==> src/rtl/intersection_phase_scheduler.sv <==
`default_nettype none
// ============================================================================
// Module   : intersection_phase_scheduler
// Brief    : Road A / road B / pedestrian phase sequencer with a shared timer.
// Revision : 1.0
// ============================================================================
module intersection_phase_scheduler #(
    parameter int T_MIN_GREEN = 5000,
    parameter int T_MAX_GREEN = 30000,
    parameter int T_YELLOW    = 5000,
    parameter int T_ALL_RED   = 1000,
    parameter int T_WALK      = 10000,
    parameter int CNT_W       = 16
) (
    input  logic       clk,
    input  logic       rst,
    input  logic       req_b,
    input  logic       ped_req,
    output logic [2:0] light_a,
    output logic [2:0] light_b,
    output logic       walk,
    output logic       ped_ack,
    output logic [2:0] phase
);

    typedef enum logic [2:0] {
        S_ALL_RED = 3'd0,
        S_A_GRN   = 3'd1,
        S_A_YEL   = 3'd2,
        S_B_GRN   = 3'd3,
        S_B_YEL   = 3'd4,
        S_WALK    = 3'd5
    } state_t;

    typedef enum logic [1:0] {
        SEL_A    = 2'd0,
        SEL_B    = 2'd1,
        SEL_WALK = 2'd2
    } sel_t;

    localparam logic [CNT_W-1:0] c_min_green_last = CNT_W'(T_MIN_GREEN - 1);
    localparam logic [CNT_W-1:0] c_max_green_last = CNT_W'(T_MAX_GREEN - 1);
    localparam logic [CNT_W-1:0] c_yellow_last    = CNT_W'(T_YELLOW - 1);
    localparam logic [CNT_W-1:0] c_all_red_last   = CNT_W'(T_ALL_RED - 1);
    localparam logic [CNT_W-1:0] c_walk_last      = CNT_W'(T_WALK - 1);

    localparam logic [2:0] c_red    = 3'b100;
    localparam logic [2:0] c_yellow = 3'b010;
    localparam logic [2:0] c_green  = 3'b001;

    state_t           r_state;
    state_t           w_state_nxt;
    sel_t             r_next_sel;
    sel_t             w_next_sel;
    logic [CNT_W-1:0] r_timer;
    logic             r_b_pending;
    logic             r_ped_pending;
    logic             w_b_dem;
    logic             w_ped_dem;
    logic             w_enter_b;
    logic             w_enter_walk;
    logic [2:0]       r_light_a;
    logic [2:0]       r_light_b;
    logic             r_walk;
    logic             r_ped_ack;

    // Demand includes this cycle's input so a request can end a phase at once.
    assign w_b_dem      = r_b_pending   | (req_b   & (r_state != S_B_GRN));
    assign w_ped_dem    = r_ped_pending | (ped_req & (r_state != S_WALK));
    assign w_enter_b    = (w_state_nxt == S_B_GRN) && (r_state != S_B_GRN);
    assign w_enter_walk = (w_state_nxt == S_WALK)  && (r_state != S_WALK);

    always_comb begin
        w_state_nxt = r_state;
        w_next_sel  = r_next_sel;
        case (r_state)
            S_ALL_RED: begin
                if (r_timer == c_all_red_last) begin
                    case (r_next_sel)
                        SEL_B:    w_state_nxt = S_B_GRN;
                        SEL_WALK: w_state_nxt = S_WALK;
                        default:  w_state_nxt = S_A_GRN;
                    endcase
                end
            end
            S_A_GRN: begin
                if ((r_timer >= c_min_green_last) && (w_b_dem || w_ped_dem))
                    w_state_nxt = S_A_YEL;
            end
            S_A_YEL: begin
                if (r_timer == c_yellow_last) begin
                    w_state_nxt = S_ALL_RED;
                    w_next_sel  = w_b_dem ? SEL_B : SEL_WALK;
                end
            end
            S_B_GRN: begin
                if (((r_timer >= c_min_green_last) && (!req_b || w_ped_dem)) ||
                    (r_timer == c_max_green_last))
                    w_state_nxt = S_B_YEL;
            end
            S_B_YEL: begin
                if (r_timer == c_yellow_last) begin
                    w_state_nxt = S_ALL_RED;
                    w_next_sel  = w_ped_dem ? SEL_WALK : SEL_A;
                end
            end
            S_WALK: begin
                if (r_timer == c_walk_last) begin
                    w_state_nxt = S_ALL_RED;
                    w_next_sel  = SEL_A;
                end
            end
            default: begin
                w_state_nxt = S_ALL_RED;
                w_next_sel  = SEL_A;
            end
        endcase
    end

    always_ff @(posedge clk) begin
        if (rst) begin
            r_state       <= S_ALL_RED;
            r_next_sel    <= SEL_A;
            r_timer       <= '0;
            r_b_pending   <= 1'b0;
            r_ped_pending <= 1'b0;
            r_ped_ack     <= 1'b0;
        end else begin
            r_state    <= w_state_nxt;
            r_next_sel <= w_next_sel;
            if (w_state_nxt != r_state)
                r_timer <= '0;
            else if (r_timer != '1)
                r_timer <= r_timer + 1'b1;
            r_b_pending   <= w_enter_b    ? 1'b0 : w_b_dem;
            r_ped_pending <= w_enter_walk ? 1'b0 : w_ped_dem;
            r_ped_ack     <= w_enter_walk;
        end
    end

    // Lamp drive is decoded from the current phase and therefore lags it by one cycle.
    always_ff @(posedge clk) begin
        if (rst) begin
            r_light_a <= 3'b111;
            r_light_b <= 3'b111;
            r_walk    <= 1'b0;
        end else begin
            r_light_a <= c_red;
            r_light_b <= c_red;
            r_walk    <= 1'b0;
            case (r_state)
                S_A_GRN: r_light_a <= c_green;
                S_A_YEL: r_light_a <= c_yellow;
                S_B_GRN: r_light_b <= c_green;
                S_B_YEL: r_light_b <= c_yellow;
                S_WALK:  r_walk    <= 1'b1;
                default: ;
            endcase
        end
    end

    assign phase   = r_state;
    assign light_a = r_light_a;
    assign light_b = r_light_b;
    assign walk    = r_walk;
    assign ped_ack = r_ped_ack;

endmodule
`default_nettype wire
==> config.mk <==
export PLATFORM = sky130hd
export DESIGN_NAME = intersection_phase_scheduler
export DESIGN_NICKNAME = d
export VERILOG_FILES = /design/src/rtl/intersection_phase_scheduler.sv
export SDC_FILE = /design/constraint.sdc
export NUM_CORES = 1
export LEC_CHECK = 0
export CAP_MARGIN = 25
export CORE_AREA = 3 3 63 65
export DETAILED_ROUTE_END_ITERATION = 12
export DIE_AREA = 0 0 66 68
export PLACE_DENSITY_LB_ADDON = 0.12
export SETUP_SLACK_MARGIN = 0.1
export SYNTH_ARGS = -nofsm -noshare
export SYNTH_HDL_FRONTEND = slang
export SYNTH_SLANG_ARGS = --single-unit
==> constraint.sdc <==
create_clock -name clk -period 2.07 [get_ports clk]
set_clock_uncertainty 0.1 [all_clocks]
set_input_delay 0.207 -clock clk [delete_from_list [all_inputs] [get_ports clk]]
set_output_delay 0.207 -clock clk [all_outputs]
set_load 0.03 [all_outputs]
==> metrics.txt, run 1 <==
TritonCTS clock tree=built; antenna violations before repair=0; die area=approximately 0.0045 mm²; post-layout minimum cycle time=about 2.3 ns; RSZ-0062 raised after global routing=true; Routed Wire Length=5670 µm; crit path DAT=~2.4 ns; sequential cell area=approximately 640 µm²; CP Capture Type=flip-flop; GRT Util Overall=between 20% and 30%; Yosys reg bits=31; post-DP HPWL=3740 µm; Crit path buffers/inverters=2; Hold Startpoint=r_next_sel[1]; largest net degree at the start of global routing=10; Ports=15; clock share of power=about a third; final-stage net count=278; row count=21; Post-DRT Antenna Nets=0; Seq/Total Area, Yosys=34.6%; placed cell count=302; Async S/R FF share, synth=0%; failing checks=setup timing; design area=~0.0027 mm²; worst path cell trace=buf_6 > and4bb_1 > and4_4 > and4b_2 > a311oi_4 > o32ai_4 > buf_8 > nor3_4; global-route wire length before repair=slightly below 9000 µm; Worst Hold Class=flip-flop to flip-flop; Commonest cells post-synth=dfxtp_1, nand2_1, nor2_1; XOR/XNOR Fraction of Synth Area=under 10%; Slew Limit Fails=0; Slew @ Worst Pin=0.427 ns; fraction of layout cells with a size suffix above 1=between 40% and 50%; Final Worst Setup Slack=-0.217 ns; vias per cell=5.94; Worst-Skew Late Latency=around 0.34 ns; pwr dens=approximately 400 mW/mm²; Slew headroom=a little under three quarters; Required @ worst endpoint=approximately 2.2 ns; complex-gate fraction of the synthesized area=around an eighth; Core Util, Final=between 70% and 80%; Net Sw Power=0.275 mW; crit path from=r_timer[4]; starting density of the core=between 50% and 60%; synthesized area per cell=between 8 and 9 µm²; # H-tree levels=2; Starting DRT DRC Count=154; worst-path fanout max=8; vias post-DR=1902; CP max stage delay=0.40 ns; Hold Fails Final Rpt=0; CTS Buf Count=5; Initial DRT Pass Iterations=4; max_cap viols=0; largest family of logic cells by synthesized area=simple AND/OR/NAND/NOR gates; synthesis-to-layout area growth=48.2%; simple-gate area share of the yosys netlist=a little under two fifths; number of global-route vias before repair=about 1.9k; crit path kind=flip-flop to flip-flop; Max VDD drop=between 300 and 400 µV; period utilization=110%; fillers=223; Pwr Total=~1.1 mW; CP top delay family=simple AND/OR/NAND/NOR gates; Gate power share=between 10 and 15%; Switching Fraction=25.8%; synth top area cells=dfxtp_1, nor3_2, xnor2_1; sequential share of power=57.7%; drt drc=0; final non-filler cell total=320; Max Root-Sink Buffers=2; GP Congestion=approximately 0.95; Ys Warns=0; most frequent cell after synthesis=dfxtp_1; post-synthesis mux area share=about 2.2%; Pleak=approximately 0.97 nW; synthesized area=approximately 0.0018 mm²; placed cell area=between 0.002 and 0.0025 mm²; die span in y=68 µm; ys flop type=dfxtp_1; Synth Net Count=approximately 210; Ant. Diodes=0; Die X=about 66 µm; Critical Path Source Type=flip-flop; wire per inst=~18 µm; Netlist cell types=56; global route overflow=0; clock-pin transition on the worst setup and hold timing paths=0.10 ns; Post-synth EDFFs=0; Clock Sink Count=31; Port Buffers=14; Post-Synthesis Cells=204; reg2reg start=r_timer[4]; outcome=finished with violations; hold_ws=0.454 ns; Achievable Freq=approximately 440 MHz; multi-input logic area=around 0.0013 mm²; final setup vio count=18; Core Box Area=between 0.003 and 0.004 mm²; Crit-path slowest cell=o32ai_4; area leader, netlist=dfxtp_1; Synth Area in Adders=less than 1%; internal power=between 0.7 and 0.8 mW; clk root buf=clkbuf_4; post-synth top area share=34.6%
-- metal layers --
layer	share of wire (%)	global-route usage, %	up-vias
met4	3.2	11.9	0
met3	5.2	3.94	21
met2	54	51.8	75
li1	-	-	897
met1	37	28.1	909
met5	0	0	-
-- layout make-up --
type | count | share of cell area (%)
Multi-Input combinational cell | 154 | 47.7
Timing Repair Buffer | 74 | 23.3
Tap cell | 46 | 2.16
Sequential cell | 31 | 23.9
Clock buffer | 7 | 1.69
Clock inverter | 1 | 0.188
Inverter | 7 | 0.988
-- layout by cell type (no fill, tap or decap), drive strengths merged, types with 3 or more instances in the layout --
master,netlist,layout
nand3,10,10
and3,3,3
nand4,5,5
o21ai,6,6
clkbuf,3,7
inv,7,7
o211ai,4,4
nor3b,6,6
a21oi,6,6
and4,4,4
clkdlybuf4s50,0,14
a31oi,3,3
nor2,16,16
nand2,18,18
buf,9,60
mux2i,4,4
xnor2,9,9
nor4,4,4
nor4b,3,3
nor3,24,24
dfxtp,31,31
-- final timing paths --
check                  endpoint  slack, ns  depth (start not counted)
setup / recovery     r_timer[7]      -0.22                          8
setup reg to reg     r_timer[7]      -0.22                          8
hold / removal    r_next_sel[1]       0.45                          2
hold reg to reg   r_next_sel[1]       0.45                          2
-- what timing repair did --
action,in CTS,in global routing
pin swaps,19,28
resized for setup,18,27
cloned,1,0
setup endpoints to repair,19,21
setup buffers,5,6
hold buffers,0,0
-- tightest hold or removal path, delay by kind of cell, from the launching register on --
family | cells | cell delay [ns]
DFF | 1 | 0.33
muxes | 1 | 0.12
and+or+nand+nor | 1 | 0.06
-- through the flow --
stage	TNS [ns]	worst slack, ns
after floorplan	-0.419	-0.0489
after global placement	-4.50	-0.309
after detailed placement	-5.07	-0.350
after CTS	-2.22	-0.156
after global routing	-4.39	-0.276
final	-3.24	-0.217
-- logic make-up after synthesis --
group | Yosys count
simple gates | 108
flops | 31
compound gates | 30
buf+inv | 19
xor+xnor | 11
mux | 4
fa+ha+maj | 1
-- power by group through the flow --
stage	registers (mW)	logic [mW]	clock network (mW)
after global routing	0.616	0.114	0.378
final	0.614	0.107	0.344
after detailed placement	0.631	0.0917	0
after global placement	0.630	0.0888	0
after CTS	0.616	0.0990	0.346
after floorplan	0.640	0.0391	0
-- sequential cells by signal, summed over array words and instances, names as in the netlist --
name	flops
ped_ack	1
light_a	3
r_next_sel	2
light_b	3
r_timer	16
r_ped_pending	1
phase	3
r_b_pending	1
walk	1
(Power assumes the default switching activity.)
==> run 2, diff against run 1 <==
==> constraint.sdc (replaced) <==
create_clock -name clk -period 2.75 [get_ports clk]
set_clock_uncertainty 0.1 [all_clocks]
set_input_delay 0.275 -clock clk [delete_from_list [all_inputs] [get_ports clk]]
set_output_delay 0.275 -clock clk [all_outputs]
set_load 0.03 [all_outputs]
==> run 2 against run 1 <==
Effect of this change: utilization fell by 18 points; clock power rose by 9.6%; the flow now finishes without violations; cell area fell by 23%; largest cell class unchanged; first-iteration DRC count fell by 9.1%; sequential share of layout area rose by 6.2 points; global-route usage fell by 6.1 points; sequential cell count did not move; wire length fell by 29%.
==> metrics.txt, run 2 (same netlist as run 1, synthesis figures left out) <==
outcome=finished clean; fillers=312 (+40%); GRT Util Overall=20.5% (-6.1 points); wire per inst=15.1 µm (-15%); CP Capture Type=flip-flop; post-layout minimum cycle time=2.37 ns (+0.0780 ns); Core Box Area=0.00339 mm² (unchanged); # H-tree levels=2 (unchanged); Ports=15 (unchanged); global-route wire length before repair=7140 µm (-20%); internal power=0.696 mW (-12%); Net Sw Power=0.200 mW (-27%); final-stage net count=225 (-19%); Die X=66 µm (unchanged); leading cell type in the layout, fill and taps excluded=dfxtp_1; most frequent cells in the layout=dfxtp_1, nand2_1, nor2_1; Slew headroom=54.9% (-17 points); Routed Wire Length=4040 µm (-29%); row count=21 (unchanged); drt drc=0 (unchanged); clk root buf=clkbuf_4; Max VDD drop=319 µV (-9.6%); crit path kind=flip-flop to flip-flop; Slew Limit Fails=0 (unchanged); vias post-DR=1575 (-17%); sequential share of power=51.8% (-5.9 points); RSZ-0062 raised after global routing=false; clock-pin transition on the worst setup and hold timing paths=0.10 ns (about the same); Switching Fraction=22.3% (-3.5 points); Setup Total Neg Slack=0 ns (+3.24 ns); antenna violations before repair=0 (unchanged); die area=0.00449 mm² (unchanged); die span in y=68 µm (unchanged); Worst Hold Class=flip-flop to flip-flop; CTS Hold Bufs=0 (unchanged); R2R setup slack=0.38 ns (+0.60 ns); Clock Sink Count=31 (unchanged); period utilization=86.0% (-24 points); post-DP HPWL=2930 µm (-22%); Slew @ Worst Pin=0.668 ns (+0.241 ns); worst reg2reg path endpoint=r_timer[15]; number of global-route vias before repair=1483 (-20%); Required @ worst endpoint=2.89 ns (+0.69 ns); crit path DAT=2.51 ns (+0.09 ns); Hold Crit Endpoint=r_next_sel[0]; Post-DRT Antenna Nets=0 (unchanged); Final Worst Setup Slack=0.385 ns (+0.602 ns); dpl ws=0.261 ns (+0.611 ns); Gate power share=6.1% (-4.0 points); CTS resizes=0 (-18); worst-case reg-to-reg path depth=8 (unchanged); Port Buffers=14 (unchanged); reg2reg start=r_timer[0]; global route overflow=0 (unchanged); Hold Startpoint=r_next_sel[0]; clock share of power=42.1% (+9.8 points); Ant. Diodes=0 (unchanged); Starting DRT DRC Count=140 (-9.1%); CTS Buf Count=5 (unchanged); Biggest register=r_timer; Worst-Skew Late Latency=0.33 ns (about the same); Setup Buffers After CTS=0 (-5); TritonCTS clock tree=built; Achievable Freq=423 MHz (-3.3%); largest net degree at the start of global routing=17 (+7); synthesis-to-layout area growth=14.6%; final setup vio count=0 (-18); Hold Crit Depth=2 (unchanged); GP Congestion=0.900 (-4.9%); Initial DRT Pass Iterations=4 (unchanged); Max Root-Sink Buffers=2 (unchanged); starting density of the core=53.0% (unchanged); fraction of layout cells with a size suffix above 1=16.7% (-26 points); Pleak=0.729 nW (-25%); Critical Path Source Type=flip-flop; pwr dens=436 mW/mm² (+8.8%); Hold Fails Final Rpt=0 (unchanged); max_cap viols=0 (unchanged); worst-path fanout max=16 (+8); vias per cell=5.90 (-0.75%); Largest register FFs=16 (unchanged)
-- run 2: cell types whose count changed in the layout (fill, tap and decap cells not counted), sizes merged --
cell	previous run	this run
clkbuf	7	6
bufinv	0	1
buf	60	7
-- run 2: area by class of cell --
cell class | instances | area [µm²] | area share, %
clock buffer | 6 | 51.3 | 2.49
clock inverter | 2 | 35.0 | 1.70
inverter | 7 | 26.3 | 1.28
multi-input combinational | 154 | 1060 | 51.6
sequential | 31 | 621 | 30.2
tap | 46 | 57.6 | 2.80
timing repair buffer | 21 | 205 | 9.98
-- run 2: worst max path at each step --
stage	start	to	slack (ns)
after floorplan	r_timer[0]	r_timer[4]	0.47
after global placement	ped_req	r_timer[15]	0.31
after detailed placement	ped_req	r_timer[15]	0.26
after CTS	r_timer[0]	r_timer[15]	0.40
after global routing	r_timer[0]	r_timer[10]	0.16
final	r_timer[0]	r_timer[15]	0.38
-- run 2: critical path, stage by stage (launching register included) --
cell      delay [ns]
dfxtp_1         0.35
ha_1            0.27
and4bb_1        0.24
and4_1          0.26
and4b_1         0.24
a311oi_2        0.27
o32ai_2         0.13
buf_12          0.17
nor4_1          0.24
-- run 2: power groups by stage --
stage          Sequential [mW]  Combinational [mW]  Clock, mW
6_report                 0.465              0.0544      0.377
5_1_grt                  0.466              0.0599      0.407
4_1_cts                  0.465              0.0545      0.385
3_5_place_dp             0.475              0.0541          0
3_3_place_gp             0.475              0.0521          0
2_1_floorplan            0.480              0.0280          0
-- run 2: per-layer routing --
metal  global-route usage, %  part of all wire [%]  vias to the layer above  routed length (µm)
li1                        -                     -                      789                   -
met1                    24.4                    43                      740                1750
met2                    37.2                    51                       38                2070
met3                    4.60                   3.9                        8                 159
met4                    5.33                   1.5                        0                  59
met5                       0                     0                        -                   0
-- run 2: through the flow --
step	hold slack (ns)	utilization (%)	cell area, µm²	instances	power (mW)
after global placement	0.400	58.1	1970	259	0.527
after floorplan	0.368	-	1800	204	0.508
after detailed placement	0.422	58.1	1970	259	0.529
final	0.455	60.7	2060	267	0.897
after CTS	0.451	60.7	2060	267	0.905
after global routing	0.484	60.7	2060	267	0.933
==> run 3, diff against run 2 <==
--- a/config.mk
+++ b/config.mk
@@ -10,7 +10,8 @@
 export DETAILED_ROUTE_END_ITERATION = 12
 export DIE_AREA = 0 0 66 68
 export PLACE_DENSITY_LB_ADDON = 0.12
-export SETUP_SLACK_MARGIN = 0.1
+export RECOVER_POWER = 25
+export SETUP_SLACK_MARGIN = 0.2
 export SYNTH_ARGS = -nofsm -noshare
 export SYNTH_HDL_FRONTEND = slang
 export SYNTH_SLANG_ARGS = --single-unit
==> constraint.sdc (replaced) <==
create_clock -name clk -period 2.3 [get_ports clk]
set_clock_uncertainty 0.1 [all_clocks]
set_input_delay 0.23 -clock clk [delete_from_list [all_inputs] [get_ports clk]]
set_output_delay 0.23 -clock clk [all_outputs]
set_load 0.03 [all_outputs]
==> run 3 against run 2 <==
Effect of this change: critical path depth shrank 1; global-route usage up 4.7 points; combinational power rose by 62%; sequential share of layout area shrank 5.4 points; non-clock buffer count increased by 41; register-to-register slack got worse by 0.37 ns; setup slack worse by 0.37 ns; wire length is 25% higher; sequential power rose by 19%; via count up 14%; critical path type unchanged.
==> metrics.txt, run 3 (same netlist as run 1, synthesis figures left out) <==
Switching Fraction=23.1% (+0.80 points); RSZ-0062 raised after global routing=true; TritonCTS clock tree=built; antenna violations before repair=0 (unchanged); Starting DRT DRC Count=203 (+45%); global route overflow=0 (unchanged); Clock Sink Count=31 (unchanged); leading cell type in the layout, fill and taps excluded=buf_4; Max Root-Sink Buffers=2 (unchanged); GP Congestion=0.917 (+2.0%); # H-tree levels=2 (unchanged); most frequent cells in the layout=buf_4, dfxtp_1, nand2_1; Biggest register=r_timer; post-DP HPWL=3570 µm (+22%); clock-pin transition on the worst setup and hold timing paths=0.10 ns (about the same); Core Box Area=0.00339 mm² (unchanged); GRT Util Overall=25.1% (+4.7 points); Ant. Diodes=0 (unchanged); Slew Limit Fails=0 (unchanged); CP Capture Type=flip-flop; crit path kind=flip-flop to flip-flop; synthesis-to-layout area growth=40.8%; Crit-path slowest cell=or4_4; Initial DRT Pass Iterations=4 (unchanged); die span in y=68 µm (unchanged); global-route wire length before repair=8580 µm (+20%); Slew headroom=66.3% (+11 points); Die X=66 µm (unchanged); Ports=15 (unchanged); starting density of the core=53.0% (unchanged); row count=21 (unchanged); Pwr Total=1.10 mW (+23%); internal power=0.846 mW (+22%); sequential share of power=50.4% (-1.4 points); worst-case reg-to-reg path depth=7 (-1); worst-path fanout max=13 (-3); die area=0.00449 mm² (unchanged); Worst-Skew Late Latency=0.35 ns (+0.02 ns); Slew @ Worst Pin=0.501 ns (-0.167 ns); crit path DAT=2.46 ns (-0.05 ns); largest net degree at the start of global routing=15 (-2); reg2reg start=r_timer[3]; Pleak=0.960 nW (+32%); outcome=finished clean; Hold Startpoint=r_next_sel[1]; Crit path buffers/inverters=1 (unchanged); fillers=235 (-25%); pwr dens=436 mW/mm² (about the same); Core Util, Final=74.6% (+14 points); wire per inst=16.4 µm (+8.1%); fraction of layout cells with a size suffix above 1=36.6% (+20 points); final-stage net count=266 (+18%); multi-input logic area=0.00120 mm² (+13%); Post-DRT Antenna Nets=0 (unchanged); Hold Fails Final Rpt=0 (unchanged); Achievable Freq=438 MHz (+3.6%); vias per cell=5.85 (-0.87%); Critical Path Source Type=flip-flop; Routed Wire Length=5040 µm (+25%); Hold Crit Depth=2 (unchanged); clk root buf=clkbuf_4; sequential cell area=627 µm² (+1.0%); drt drc=0 (unchanged); post-layout minimum cycle time=2.28 ns (-0.0815 ns); worst reg2reg path endpoint=r_timer[0]; Hold Crit Endpoint=r_next_sel[1]; Largest register FFs=16 (unchanged); max_cap viols=0 (unchanged); final setup vio count=0 (unchanged); period utilization=99.3% (+13 points); Worst Hold Class=flip-flop to flip-flop; CTS Hold Bufs=0 (unchanged); CP max stage delay=0.55 ns (+0.20 ns); Max VDD drop=511 µV (+60%); Gate power share=8.0% (+1.9 points); worst path cell trace=or4_4 > o211ai_4 > nand3_2 > a311oi_4 > o32ai_4 > buf_12 > nor3_2; Required @ worst endpoint=2.48 ns (-0.41 ns); R2R setup slack=0.02 ns (-0.37 ns); clock share of power=41.6% (-0.5 points); Net Sw Power=0.255 mW (+27%); CP top delay family=simple AND/OR/NAND/NOR gates; CTS Buf Count=5 (unchanged); vias post-DR=1801 (+14%); Port Buffers=14 (unchanged); number of global-route vias before repair=1926 (+30%)
-- run 3: area by class of cell --
class                   count  area share (%)
clock buffers               6            2.03
clock inverters             2            1.39
inverters                   7            1.04
multi-input cells         154            47.4
flip-flops and latches     31            24.8
well taps                  46            2.28
repair buffers             62            21.1
-- run 3: worst max-delay path by stage --
stage,slack [ns],cells after the start,start,end
after floorplan,0.18,8,r_timer[6],r_timer[4]
after detailed placement,-0.27,6,ped_req,r_timer[15]
after global routing,-0.05,7,r_timer[3],r_timer[0]
after CTS,-0.02,9,r_timer[3],r_timer[0]
final,0.02,7,r_timer[3],r_timer[0]
after global placement,-0.16,6,ped_req,r_timer[15]
-- run 3: worst min-delay path: cells and delay by family (launching register included) --
kind,cells,cell delay (ns)
flops,1,0.36
mux,1,0.08
simple gates,1,0.08
-- run 3: power groups by stage --
stage                     combinational [mW]  sequential [mW]  clock [mW]
final                                 0.0879            0.555       0.458
after global routing                  0.0952            0.556       0.483
after CTS                             0.0846            0.555       0.465
after detailed placement              0.0796            0.567           0
after global placement                0.0773            0.567           0
after floorplan                       0.0354            0.576           0
-- run 3: layer usage --
metal | vias up | share of wire, % | GRT usage [%]
li1 | 867 | - | -
met1 | 853 | 39 | 26.2
met2 | 57 | 52 | 47.4
met3 | 24 | 4.8 | 4.43
met4 | 0 | 3.9 | 14.5
met5 | - | 0 | 0
-- run 3: timing repair --
| action | 4_1_cts | 5_1_grt |
|---|---|---|
| setup buffers | 6 | 2 |
| setup endpoints to repair | 18 | 19 |
| cloned | 0 | 0 |
| pin swaps | 7 | 6 |
| gates resized for setup | 19 | 2 |
-- run 3: through the flow --
step | worst slack, ns | area [µm²] | TNS [ns] | hold WS (ns) | std cells
after floorplan | 0.178 | 1840 | 0 | 0.368 | 204
after global placement | -0.158 | 2260 | -1.84 | 0.417 | 292
after detailed placement | -0.269 | 2260 | -2.72 | 0.412 | 292
after CTS | -0.0151 | 2510 | -0.0427 | 0.444 | 306
after global routing | -0.0502 | 2530 | -0.554 | 0.503 | 308
final | 0.0162 | 2530 | 0 | 0.459 | 308
